$ cat config.mk
export PLATFORM = sky130hd
export DESIGN_NAME = kbd_keymap_decoder
export DESIGN_NICKNAME = d
export VERILOG_FILES = /design/src/rtl/kbd_pkg.sv /design/src/rtl/kbd_code_match.sv /design/src/rtl/kbd_keymap_decoder.sv
export SDC_FILE = /design/constraint.sdc
export NUM_CORES = 1
export LEC_CHECK = 0
export ABC_AREA = 1
export CAP_MARGIN = 20
export CORE_MARGIN = 5
export CORE_UTILIZATION = 40
export CTS_BUF_LIST = sky130_fd_sc_hd__clkbuf_4 sky130_fd_sc_hd__clkbuf_8
export CTS_CLUSTER_DIAMETER = 200
export DETAILED_ROUTE_END_ITERATION = 10
export GPL_TIMING_DRIVEN = 0
export PLACE_DENSITY = 0.69
export REMOVE_ABC_BUFFERS = 1
export SETUP_SLACK_MARGIN = 0.3
export SKIP_CTS_REPAIR_TIMING = 1
export SLEW_MARGIN = 0
export SYNTH_ARGS = -nofsm -noshare
export SYNTH_HDL_FRONTEND = slang
export SYNTH_SLANG_ARGS = --single-unit
$ cat constraint.sdc
create_clock -name Clock -period 2.05 [get_ports Clock]
set_input_delay 0.3075 -clock Clock [delete_from_list [all_inputs] [get_ports Clock]]
set_output_delay 0.3075 -clock Clock [all_outputs]
set_load 0.02 [all_outputs]
$ cat src/rtl/kbd_pkg.sv
// Shared scan-code constants, FSM state type and default key table for the
// keyboard keymap decoder.
package kbd_pkg;

   localparam logic [7:0] ENTER = 8'd13;
   localparam logic [7:0] KEY_Z = 8'd90;
   localparam logic [7:0] KEY_X = 8'd58;
   localparam logic [7:0] LEFT  = 8'd37;
   localparam logic [7:0] RIGHT = 8'd39;
   localparam logic [7:0] BREAK = 8'hF0;

   localparam int DEF_NUM_KEYS = 5;

   // Key i sits at bits [i*8 +: 8], so ENTER is key 0 and RIGHT is key 4.
   localparam logic [DEF_NUM_KEYS*8-1:0] DEF_KEY_CODES = {RIGHT, LEFT, KEY_X, KEY_Z, ENTER};

   typedef enum logic {
      IDLE,
      BRK
   } kbd_state_t;

endpackage

$ cat src/rtl/kbd_code_match.sv
// Combinational compare of a received code against the key table, yielding a
// per-key hit vector and a break-prefix flag.
module kbd_code_match
   import kbd_pkg::*;
#(
   parameter int                         NUM_KEYS   = DEF_NUM_KEYS,
   parameter int                         CODE_W     = 8,
   parameter logic [NUM_KEYS*CODE_W-1:0] KEY_CODES  = DEF_KEY_CODES,
   parameter logic [CODE_W-1:0]          BREAK_CODE = BREAK
) (
   input  logic [CODE_W-1:0]   rx,
   output logic [NUM_KEYS-1:0] hit,
   output logic                is_break
);

   logic [NUM_KEYS-1:0] raw_hit;

   assign is_break = (rx == BREAK_CODE);

   // Duplicate table entries simply raise several hit bits at once.
   always_comb begin
      // NOTE: every bit gets a value on every path, otherwise synthesis infers a latch.
      raw_hit = '0;
      for (int i = 0; i < NUM_KEYS; i++) begin
         raw_hit[i] = (rx == KEY_CODES[i*CODE_W +: CODE_W]);
      end
   end

   // A table entry equal to the break prefix is never treated as a key.
   assign hit = is_break ? '0 : raw_hit;

endmodule

$ cat src/rtl/kbd_keymap_decoder.sv
// Keyboard scan-code decoder: make/break tracking into held levels, sticky
// press flags with clear-on-consume, unknown-code strobe and auto-repeat.
module kbd_keymap_decoder
   import kbd_pkg::*;
#(
   parameter int                         NUM_KEYS      = DEF_NUM_KEYS,
   parameter int                         CODE_W        = 8,
   parameter logic [NUM_KEYS*CODE_W-1:0] KEY_CODES     = DEF_KEY_CODES,
   parameter logic [CODE_W-1:0]          BREAK_CODE    = BREAK,
   parameter bit                         REPEAT_EN     = 1'b1,
   parameter int                         REPEAT_CYCLES = 2_000_000
) (
   input  logic                Clock,
   input  logic                reset,
   input  logic                rx_valid,
   input  logic [CODE_W-1:0]   rx,
   input  logic                clr,
   output logic [NUM_KEYS-1:0] pressed,
   output logic [NUM_KEYS-1:0] held,
   output logic                unknown
);

   localparam int KEY_W = (NUM_KEYS > 1) ? $clog2(NUM_KEYS) : 1;

   kbd_state_t          state_q, state_d;
   logic [NUM_KEYS-1:0] hit;
   logic                is_break;
   logic [NUM_KEYS-1:0] make_vec;
   logic [NUM_KEYS-1:0] brk_vec;
   logic [NUM_KEYS-1:0] rep_set;
   logic                unknown_d;

   kbd_code_match #(
      .NUM_KEYS   (NUM_KEYS),
      .CODE_W     (CODE_W),
      .KEY_CODES  (KEY_CODES),
      .BREAK_CODE (BREAK_CODE)
   ) u_match (
      .rx       (rx),
      .hit      (hit),
      .is_break (is_break)
   );

   // Next state and per-byte events; nothing moves without rx_valid.
   always_comb begin
      state_d   = state_q;
      make_vec  = '0;
      brk_vec   = '0;
      unknown_d = 1'b0;
      if (rx_valid) begin
         unique case (state_q)
            IDLE: begin
               if (is_break) begin
                  state_d = BRK;
               end else if (hit != '0) begin
                  make_vec = hit;
               end else begin
                  unknown_d = 1'b1;
               end
            end
            BRK: begin
               brk_vec = hit;
               state_d = IDLE;
            end
            default: state_d = IDLE;
         endcase
      end
   end

   // NOTE: sequential state uses non-blocking assignments so every register samples pre-edge values.
   always_ff @(posedge Clock) begin
      if (reset) begin
         state_q <= IDLE;
         pressed <= '0;
         held    <= '0;
         unknown <= 1'b0;
      end else begin
         state_q <= state_d;
         // Sets are OR-ed in after the clear so a same-cycle set wins.
         pressed <= (pressed & ~{NUM_KEYS{clr}}) | make_vec | rep_set;
         held    <= (held | make_vec) & ~brk_vec;
         unknown <= unknown_d;
      end
   end

   generate
      if (REPEAT_EN) begin : g_repeat
         localparam int CNT_W = $clog2(REPEAT_CYCLES);

         logic [CNT_W-1:0] cnt_q;
         logic [KEY_W-1:0] last_key;
         logic [KEY_W-1:0] make_idx;
         logic             fire;

         // Lowest matching index becomes the repeat target on a make.
         always_comb begin
            make_idx = '0;
            for (int i = NUM_KEYS - 1; i >= 0; i--) begin
               if (make_vec[i]) make_idx = KEY_W'(i);
            end
         end

         assign fire = held[last_key] && (cnt_q == CNT_W'(REPEAT_CYCLES - 1));

         always_comb begin
            rep_set = '0;
            if (fire) rep_set[last_key] = 1'b1;
         end

         always_ff @(posedge Clock) begin
            if (reset) begin
               cnt_q    <= '0;
               last_key <= '0;
            end else if (make_vec != '0) begin
               cnt_q    <= '0;
               last_key <= make_idx;
            end else if (!held[last_key] || fire) begin
               cnt_q <= '0;
            end else begin
               cnt_q <= cnt_q + CNT_W'(1);
            end
         end
      end else begin : g_no_repeat
         assign rep_set = '0;
      end
   endgenerate

endmodule

# ---- After elaboration in Yosys (flattened, before gate mapping)
# Cells that the tools add are included.
dict set report op_classes {
  n_bitwise 9
  order_cmp 2
  n_eq_ne 7
  reduce_logical 8
  n_addsub 1
  muxes 20
}
# op count
set op_table {}
lappend op_table {{5-bit 2-to-1 mux} 8}
lappend op_table {{8-bit by 6-bit == test with 1-bit output (second input constant)} 3}
lappend op_table {{21-bit by 1-bit adder with 21-bit output (second input constant)} 1}
lappend op_table {{21-bit == test (second input constant)} 1}
lappend op_table {{3-bit 2-to-1 mux} 5}
lappend op_table {{5-bit OR} 3}
lappend op_table {{5-bit bitwise AND} 2}
lappend op_table {{5-bit NOT} 2}
lappend op_table {{5-bit nonzero test} 2}
lappend op_table {{8-bit by 4-bit == test with 1-bit output (second input constant)} 1}
lappend op_table {{8-bit by 7-bit == test with 1-bit output (second input constant)} 1}
lappend op_table {{8-bit == test (second input constant)} 1}
lappend op_table {{3-bit by 4-bit less-than comparator with 1-bit output (second input constant)} 1}
lappend op_table {{1-bit 2-to-1 mux} 4}
lappend op_table {{4-bit OR reduction} 1}
lappend op_table {{1-bit binary-select mux with 3-bit select} 1}
lappend op_table {{1-bit demux with 3-bit select} 1}
lappend op_table {{3-bit by 1-bit >= comparator with 1-bit output (second input constant)} 1}
lappend op_table {{3-bit OR reduction} 1}
lappend op_table {{1-bit logical AND} 2}
lappend op_table {{1-bit NOT} 2}
lappend op_table {{1-bit case mux with 2 select lines} 1}
lappend op_table {{1-bit zero test} 1}
lappend op_table {{1-bit logical OR} 1}
dict set report totals {
  elab_cells 53
  output_inout_bits 11
  in_bits 12
  reg_bits 36
}

# ---- Depth between registers and ports, before layout
# Gate-level depths: netlist (run 1).
dict set report logic_depth {
  word_depth 12
  mapped_depth 11
  depth_no_buf 10
}

# ---- By module
# Synthesis (run 1) repeated with hierarchy kept, for this count alone.
dict set report unflattened {
  hier_cells 300
  hier_area_um2 1989.4
}
# mod seq_area_each_um2 n_inst cells_per_inst area_each_um2
set by_module_without_submodules {}
lappend by_module_without_submodules {kbd_keymap_decoder 720.7 1 260 1834.3}
lappend by_module_without_submodules {kbd_code_match 0.0 1 40 155.1}

# ---- Worst setup path before layout (run 1)
# OpenSTA, ideal clock, no wires.
dict set report synth_timing {
  kind {reg-to-reg}
  start {reg g_repeat.cnt_q[0]}
  end {reg g_repeat.cnt_q[12]}
  setup_time_ns 0.121
  path_slack_ns 0.407
  t_arrival_ns 1.523
  required_time_ns 1.929
  stages_incl_launch_ff 10
  synth_period_minus_slack_ns 1.643
  path_cell_list {dfxtp_1 ha_1 nand3_4 nor2_8 nand3_4 nor2_8 nor2_4 nand2_4 buf_12 nor2_4}
}
dict set report synth_via {
  elab_chain_len 4
}
# element line_no
set synth_lines {}
lappend synth_lines {{start: declaration} kbd_keymap_decoder.sv:90} ;# logic [CNT_W-1:0] cnt_q;
lappend synth_lines {{start signal: assignment} kbd_keymap_decoder.sv:120} ;# cnt_q <= cnt_q + CNT_W'(1);
lappend synth_lines {{parallel branches: the longest is 4 deep, another holds 21-bit by 1-bit adder with 21-bit output} --}
# Parallel ways; which one is timed is not known.
# A chain may end at the register's enable or synchronous reset.

# ---- Worst setup path in the final report (run 1)
dict set report layout_timing {
  start {in rx[3]}
  end {reg g_repeat.cnt_q[1]}
}
dict set report layout_via {
  elab_chain_len 9
}
# element line_no
set layout_lines {}
lappend layout_lines {{start: declaration} kbd_keymap_decoder.sv:16} ;# input logic [CODE_W-1:0] rx,
lappend layout_lines {{8-bit by 4-bit == test with 1-bit output, or another cell as far along} kbd_code_match.sv:25} ;# raw_hit[i] = (rx == KEY_CODES[i*CODE_W +: CODE_W]);
lappend layout_lines {{5-bit 2-to-1 mux} kbd_code_match.sv:30} ;# assign hit = is_break ? '0 : raw_hit;
lappend layout_lines {{5-bit nonzero test} kbd_keymap_decoder.sv:55} ;# end else if (hit != '0) begin
lappend layout_lines {{5-bit 2-to-1 mux} kbd_keymap_decoder.sv:55}
lappend layout_lines {{5-bit 2-to-1 mux *} kbd_keymap_decoder.sv:53} ;# if (is_break) begin
lappend layout_lines {{5-bit 2-to-1 mux *} kbd_keymap_decoder.sv:51} ;# unique case (state_q)
lappend layout_lines {{5-bit 2-to-1 mux *} kbd_keymap_decoder.sv:50} ;# if (rx_valid) begin
lappend layout_lines {{5-bit nonzero test *} kbd_keymap_decoder.sv:114} ;# end else if (make_vec != '0) begin
lappend layout_lines {{3-bit OR reduction (no source line) *} --}
# Every way passes the cells marked *; elsewhere a longest branch is shown, timed or not.

==> results of run 1 <==
[layer usage]
metal | routed length (um) | GRT usage [%] | up-vias
met3 | 246 | 3.01 | 10
met4 | 93 | 5.18 | 0
met5 | 0 | 0 | -
met2 | 2230 | 21.8 | 41
met1 | 2220 | 15.9 | 918
li1 | - | - | 1036
[through the flow]
stage	cells	cell area, um^2
6_report	415	2790
5_1_grt	415	2790
2_1_floorplan	307	2220
4_1_cts	409	2620
3_5_place_dp	401	2530
3_3_place_gp	401	2530
[power groups by stage]
| stage | Clock, uW | Sequential [uW] | Combinational (uW) |
|---|---|---|---|
| final | 502 | 703 | 86.6 |
| after global routing | 544 | 703 | 95.2 |
| after CTS | 516 | 703 | 74.8 |
| after detailed placement | 0 | 719 | 74.7 |
| after global placement | 0 | 719 | 73.9 |
| after floorplan | 0 | 721 | 34.5 |
[worst max-delay path: stages]
cell	delay (ns)
clkdlybuf4s50_1	0.45
inv_1	0.09
nand2_1	0.11
nor2_4	0.13
nand4_1	0.25
nand3_2	0.18
clkinv_4	0.15
nand2_4	0.19
nor2_4	0.04
[layout by cell type (no fill, tap or decap)]
cell type        netlist  layout
xor2_1                11      11
dlymetal6s2s_1         0       1
nor4_1                 1       1
clkinv_2               0       2
nand3b_1               6       6
clkdlybuf4s50_1        0      21
nand2_1               76      73
nand2_2                0       3
nand3b_2               1       1
ha_4                   0       1
a31oi_1                1       1
buf_12                 2       1
nand2_4                2       2
and2_1                 1       1
a21oi_1               13      13
buf_4                  0       2
nor2_8                 3       3
nand3_1               19      16
nand3_2                0       3
clkbuf_8               0       5
nand4_1                7       7
o21ai_2                1       1
xnor2_1                5       5
nor3_2                 1       1
clkinv_4               0       2
nor2_2                 2       4
nand3_4                3       3
inv_1                 38      37
nor2_4                22      25
dfxtp_1               36      33
dfxtp_2                0       3
nand2_8                0       3
o21ai_0                5       5
inv_2                  7       7
nor2_1                39      34
nor3_1                 6       6
[final cells by class]
class,count,area share (%)
well taps,72,3.23
multi-input cells,229,52.2
repair buffers,25,9.24
inverters,45,6.24
flip-flops and latches,36,26.0
clock buffers,5,2.47
clock inverters,3,0.673
[sequential cells by signal, indices dropped and copies added (netlist names)]
signal             flops
held                   5
unknown                1
state_q                1
pressed                5
g_repeat.last_key      3
g_repeat.cnt_q        21
[worst min-delay path by stage]
stage | from | endpoint | slack, ns | cells past startpoint
after global routing | rx_valid | state_q$_SDFFE_PP0P_ | 0.39 | 3
after detailed placement | held[0]$_SDFF_PP0_ | held[0]$_SDFF_PP0_ | 0.49 | 2
after CTS | held[0]$_SDFF_PP0_ | held[0]$_SDFF_PP0_ | 0.50 | 2
final | rx_valid | state_q$_SDFFE_PP0P_ | 0.38 | 3
after floorplan | reset | held[0]$_SDFF_PP0_ | 0.38 | 1
after global placement | held[0]$_SDFF_PP0_ | held[0]$_SDFF_PP0_ | 0.48 | 2
[kinds of logic after synthesis]
group | count (synthesis) | synth area share [%]
flops | 36 | 31.6
simple gates | 189 | 47.2
xor+xnor | 16 | 6.15
compound gates | 20 | 4.62
fa+ha+maj | 1 | 0.549
buf+inv | 49 | 9.84
==> flow_metrics.env, run 1 <==
export IMPL_ys_ff_latch=36
export IMPL_swShare_pct=24.6
export IMPL_cts_buffers_inserted=5
export IMPL_fin_setup_tns_ns=0
export IMPL_critPathKind="input port to flop"
export IMPL_grt_usage_pct=13.0
export IMPL_min_path_type="input port to flop"
export IMPL_path_clk_slew_ns=0.08
export IMPL_synth_area_per_cell_um2=7.32
export IMPL_power_frac_seq_pct=54.4
export IMPL_synth_async_reset_ratio_pct=0
export IMPL_pwr_density_cell_nw_per_um2=463
export IMPL_cts_sinks=36
export IMPL_yosys_area_top_type_share_pct=31.6
export IMPL_grt_max_degree=22
export IMPL_synthTopCellsByCount="76 x nand2_1, 39 x nor2_1, 38 x inv_1, 36 x dfxtp_1, 22 x nor2_4"
export IMPL_synthCells=311
export IMPL_regArea_um2=724
export IMPL_outcome="finished clean"
export IMPL_power_uw=1290
export IMPL_port_buffers=22
export IMPL_post_route_period_util_pct=83.0
export IMPL_crit_fanout=5
export IMPL_reg2reg_to="g_repeat.cnt_q[1]$_SDFF_PP0_"
export IMPL_p_int_uw=974
export IMPL_via_per_inst=4.83
export IMPL_htreeDepth=2
export IMPL_end_kind="flop"
export IMPL_antenna_found_initial=0
export IMPL_finalMaxSlewViolations=0
export IMPL_ys_seq_area_share_pct=31.6
export IMPL_worst_hold_slack_ns=0.378
export IMPL_core_um2=5510
export IMPL_cp_start_kind="input port"
export IMPL_fp_dieArea_um2=7300
export IMPL_maxCapViolations=0
export IMPL_cts_tree="built"
export IMPL_clkPwrFrac_pct=38.9
export IMPL_drt_pass1_iter_count=4
export IMPL_antenna_diode_count=0
export IMPL_power_leakage_uw=0.000983
export IMPL_ant_nets=0
export IMPL_die_x_um=85.5
export IMPL_cp_arrival_ns=1.90
export IMPL_final_util_pct=50.6
export IMPL_ir_worst_vdd_mv=0.464
export IMPL_fin_ws_ns=0.348
export IMPL_synth_area_um2=2280
export IMPL_row_count=27
export IMPL_multi_input_area_um2=1460
export IMPL_place_gp_congestion=0.841
export IMPL_io_pins=23
export IMPL_dp_slack_ns=-0.285
export IMPL_p_sw_uw=318
export IMPL_max_freq_ghz=0.588
export IMPL_wl_per_cell_um=11.6
export IMPL_synthToLayoutAreaGrowth_pct=22.5
export IMPL_finalWirelength_um=4790
export IMPL_clk_latency_ns=0.30
export IMPL_synth_most_common_cell="nand2_1"
export IMPL_rsz0062_at_grt="yes"
export IMPL_relSlewSlack_pct=70.0
export IMPL_timing_rr_start="g_repeat.cnt_q[0]$_SDFF_PP0_"
export IMPL_yosysTopAreaCell="dfxtp_1"
export IMPL_drcViolationCount=0
export IMPL_finalSetupViolCount=0
export IMPL_hpwl_um=3440
export IMPL_yosysWarnings=0
export IMPL_reg2regPathDepth=9
export IMPL_initial_core_util_pct=41.4
export IMPL_vias=2005
export IMPL_synth_edff_count=0
export IMPL_period_minus_slack_ns=1.70
export IMPL_grt_overflow=0
export IMPL_grt_pass1_wl_um=7740
export IMPL_synth_area_leaders="dfxtp_1 32%, nand2_1 13%, nor2_4 11%"
export IMPL_nFillCells=538
export IMPL_drive_gt1_share_pct=21.0
export IMPL_tightestPinTransition_ns=0.449
export IMPL_p_comb_share_pct=6.7
export IMPL_drt_iter0_drc=107
export IMPL_cts_buffer_depth=2
export IMPL_startpoint="rx[3]"
export IMPL_synth_flop_cell="dfxtp_1"
export IMPL_die_h_um=85.5
export IMPL_required_ns=2.25
export IMPL_rrSetupSlack_ns=0.38
export IMPL_fin_worst_skew_ns=0.0118
export IMPL_ys_types=28
export IMPL_fin_nets=355
export IMPL_finalHoldViolations=0
export IMPL_grt_pass1_vias=1831
export IMPL_crit_end="g_repeat.cnt_q[1]$_SDFF_PP0_"
export IMPL_clock_tree_root_cell="clkbuf_8"
Note: power is estimated with default switching activity, not from simulation.
==> run 2, diff against run 1 <==
==> constraint.sdc (replaced) <==
create_clock -name Clock -period 1.6 [get_ports Clock]
set_input_delay 0.24 -clock Clock [delete_from_list [all_inputs] [get_ports Clock]]
set_output_delay 0.24 -clock Clock [all_outputs]
set_load 0.02 [all_outputs]
==> flow_metrics.env, run 2 (synthesis gave the netlist of run 1 again) <==
export IMPL_period_minus_slack_ns=1.57
export IMPL_ir_worst_vdd_mv=0.474
export IMPL_drt_iter0_drc=126
export IMPL_final_common_cell="nand2_1"
export IMPL_largest_register_ffs=21
export IMPL_grt_pass1_vias=1831
export IMPL_end_kind="flop"
export IMPL_via_per_inst=4.86
export IMPL_pwr_density_cell_nw_per_um2=543
export IMPL_initial_core_util_pct=41.4
export IMPL_ant_nets=0
export IMPL_post_route_period_util_pct=98.4
export IMPL_finalWirelength_um=5260
export IMPL_synthToLayoutAreaGrowth_pct=34.2
export IMPL_vias=2076
export IMPL_cts_buffers_inserted=5
export IMPL_finalSetupViolCount=0
export IMPL_power_leakage_uw=0.00134
export IMPL_multi_input_area_um2=1560
export IMPL_die_h_um=85.5
export IMPL_path_clk_slew_ns=0.08
export IMPL_grt_overflow=0
export IMPL_place_gp_congestion=0.841
export IMPL_maxCapViolations=0
export IMPL_top_register="g_repeat.cnt_q"
export IMPL_row_count=27
export IMPL_crit_chain="ha_4 -> nand3_4 -> nor2_8 -> nand3_4 -> nor2_8 -> nor2_4 -> buf_12 -> nand2_8 -> nor2_4"
export IMPL_critPathKind="flop to flop"
export IMPL_relSlewSlack_pct=63.5
export IMPL_clock_tree_root_cell="clkbuf_8"
export IMPL_drt_pass1_iter_count=4
export IMPL_slowest_delay_ns=0.38
export IMPL_fin_nets=367
export IMPL_required_ns=1.78
export IMPL_port_buffers=22
export IMPL_antenna_found_initial=0
export IMPL_die_x_um=85.5
export IMPL_wl_per_cell_um=12.3
export IMPL_nFillCells=485
export IMPL_htreeDepth=2
export IMPL_tightestPinTransition_ns=0.546
export IMPL_clk_latency_ns=0.30
export IMPL_grt_max_degree=22
export IMPL_cp_top_family="simple AND/OR/NAND/NOR gates"
export IMPL_finalMaxSlewViolations=0
export IMPL_drive_gt1_share_pct=30.1
export IMPL_power_uw=1660
export IMPL_cts_buffer_depth=2
export IMPL_hpwl_um=3440
export IMPL_crit_fanout=5
export IMPL_max_freq_ghz=0.635
export IMPL_grt_usage_pct=13.0
export IMPL_min_path_type="input port to flop"
export IMPL_reg_top3="g_repeat.cnt_q (21), held (5), pressed (5)"
export IMPL_core_um2=5510
export IMPL_finalHoldViolations=0
export IMPL_critPathSlowestCell="dfxtp_4"
export IMPL_regArea_um2=736
export IMPL_fp_dieArea_um2=7300
export IMPL_fin_setup_tns_ns=0
export IMPL_outcome="finished clean"
export IMPL_antenna_diode_count=0
export IMPL_layout_common_cells="68 x nand2_1, 33 x inv_1, 30 x dfxtp_1"
export IMPL_cts_tree="built"
export IMPL_cp_start_kind="flop"
export IMPL_cp_arrival_ns=1.75
export IMPL_critPathBufInv=1
export IMPL_drcViolationCount=0
export IMPL_rsz0062_at_grt="yes"
export IMPL_cts_sinks=36
export IMPL_io_pins=23
export IMPL_fin_worst_skew_ns=0.0116
export IMPL_grt_pass1_wl_um=7740
## run 2: cell types whose count changed in the layout (fill, tap and decap cells not counted), sizes merged
cell,before,now
clkdlybuf4s50,21,1
dlymetal6s2s,1,21
buf,3,15
## run 2: report_power, final
part / total [uW] / internal, uW / switching (uW)
logic: 122 / 48.5 / 73.6
registers: 896 / 893 / 2.33
clock network: 641 / 303 / 338
## run 2: layout make-up
cell class / count / share of cell area (%)
Multi-Input combinational cell: 229 / 50.9
Sequential cell: 36 / 24.1
Timing Repair Buffer: 37 / 13.3
Inverter: 45 / 5.94
Tap cell: 72 / 2.95
Clock buffer: 5 / 2.25
Clock inverter: 3 / 0.614
## run 2: per-layer routing
metal / up-vias / GRT usage, % / routed length, um
met1: 958 / 15.9 / 2300
met5: - / 0 / 0
met4: 0 / 5.18 / 76
met2: 43 / 21.8 / 2610
li1: 1067 / - / -
met3: 8 / 3.01 / 275
## run 2: metrics by stage
stage	util, %	hold slack (ns)	instances	cell area [um^2]	setup WS [ns]
floorplan	-	0.309	307	2220	-0.243
global placement	46.0	0.482	401	2530	-0.653
detailed placement	46.0	0.487	401	2530	-0.667
CTS	47.6	0.499	409	2620	-0.501
global route	55.5	0.317	427	3060	-0.0401
finish	55.5	0.303	427	3060	0.0258
## run 2: final timing paths
| kind | start | to | slack [ns] | cells after the start |
|---|---|---|---|---|
| setup / recovery | g_repeat.cnt_q[0]$_SDFF_PP0_ | g_repeat.cnt_q[3]$_SDFF_PP0_ | 0.03 | 9 |
| hold / removal | rx_valid | state_q$_SDFFE_PP0P_ | 0.30 | 3 |
| setup reg to reg | g_repeat.cnt_q[0]$_SDFF_PP0_ | g_repeat.cnt_q[3]$_SDFF_PP0_ | 0.03 | 9 |
| hold reg to reg | held[0]$_SDFF_PP0_ | held[0]$_SDFF_PP0_ | 0.49 | 2 |
## run 2: worst reg2reg max path: cells and delay by family, from the launching register on
kind / cells / cell delay, ns
simple gates: 7 / 0.78
flops: 1 / 0.38
fa+ha+maj: 1 / 0.14
buf+inv: 1 / 0.15
==> run 3, diff against run 2 <==
--- a/config.mk
+++ b/config.mk
@@ -9,7 +9,6 @@
 export CAP_MARGIN = 20
 export CORE_MARGIN = 5
 export CORE_UTILIZATION = 40
-export CTS_BUF_LIST = sky130_fd_sc_hd__clkbuf_4 sky130_fd_sc_hd__clkbuf_8
 export CTS_CLUSTER_DIAMETER = 200
 export DETAILED_ROUTE_END_ITERATION = 10
 export GPL_TIMING_DRIVEN = 0
==> results of run 3 <==
No change in the layout: final DEF, timing and power equal those of run 2.
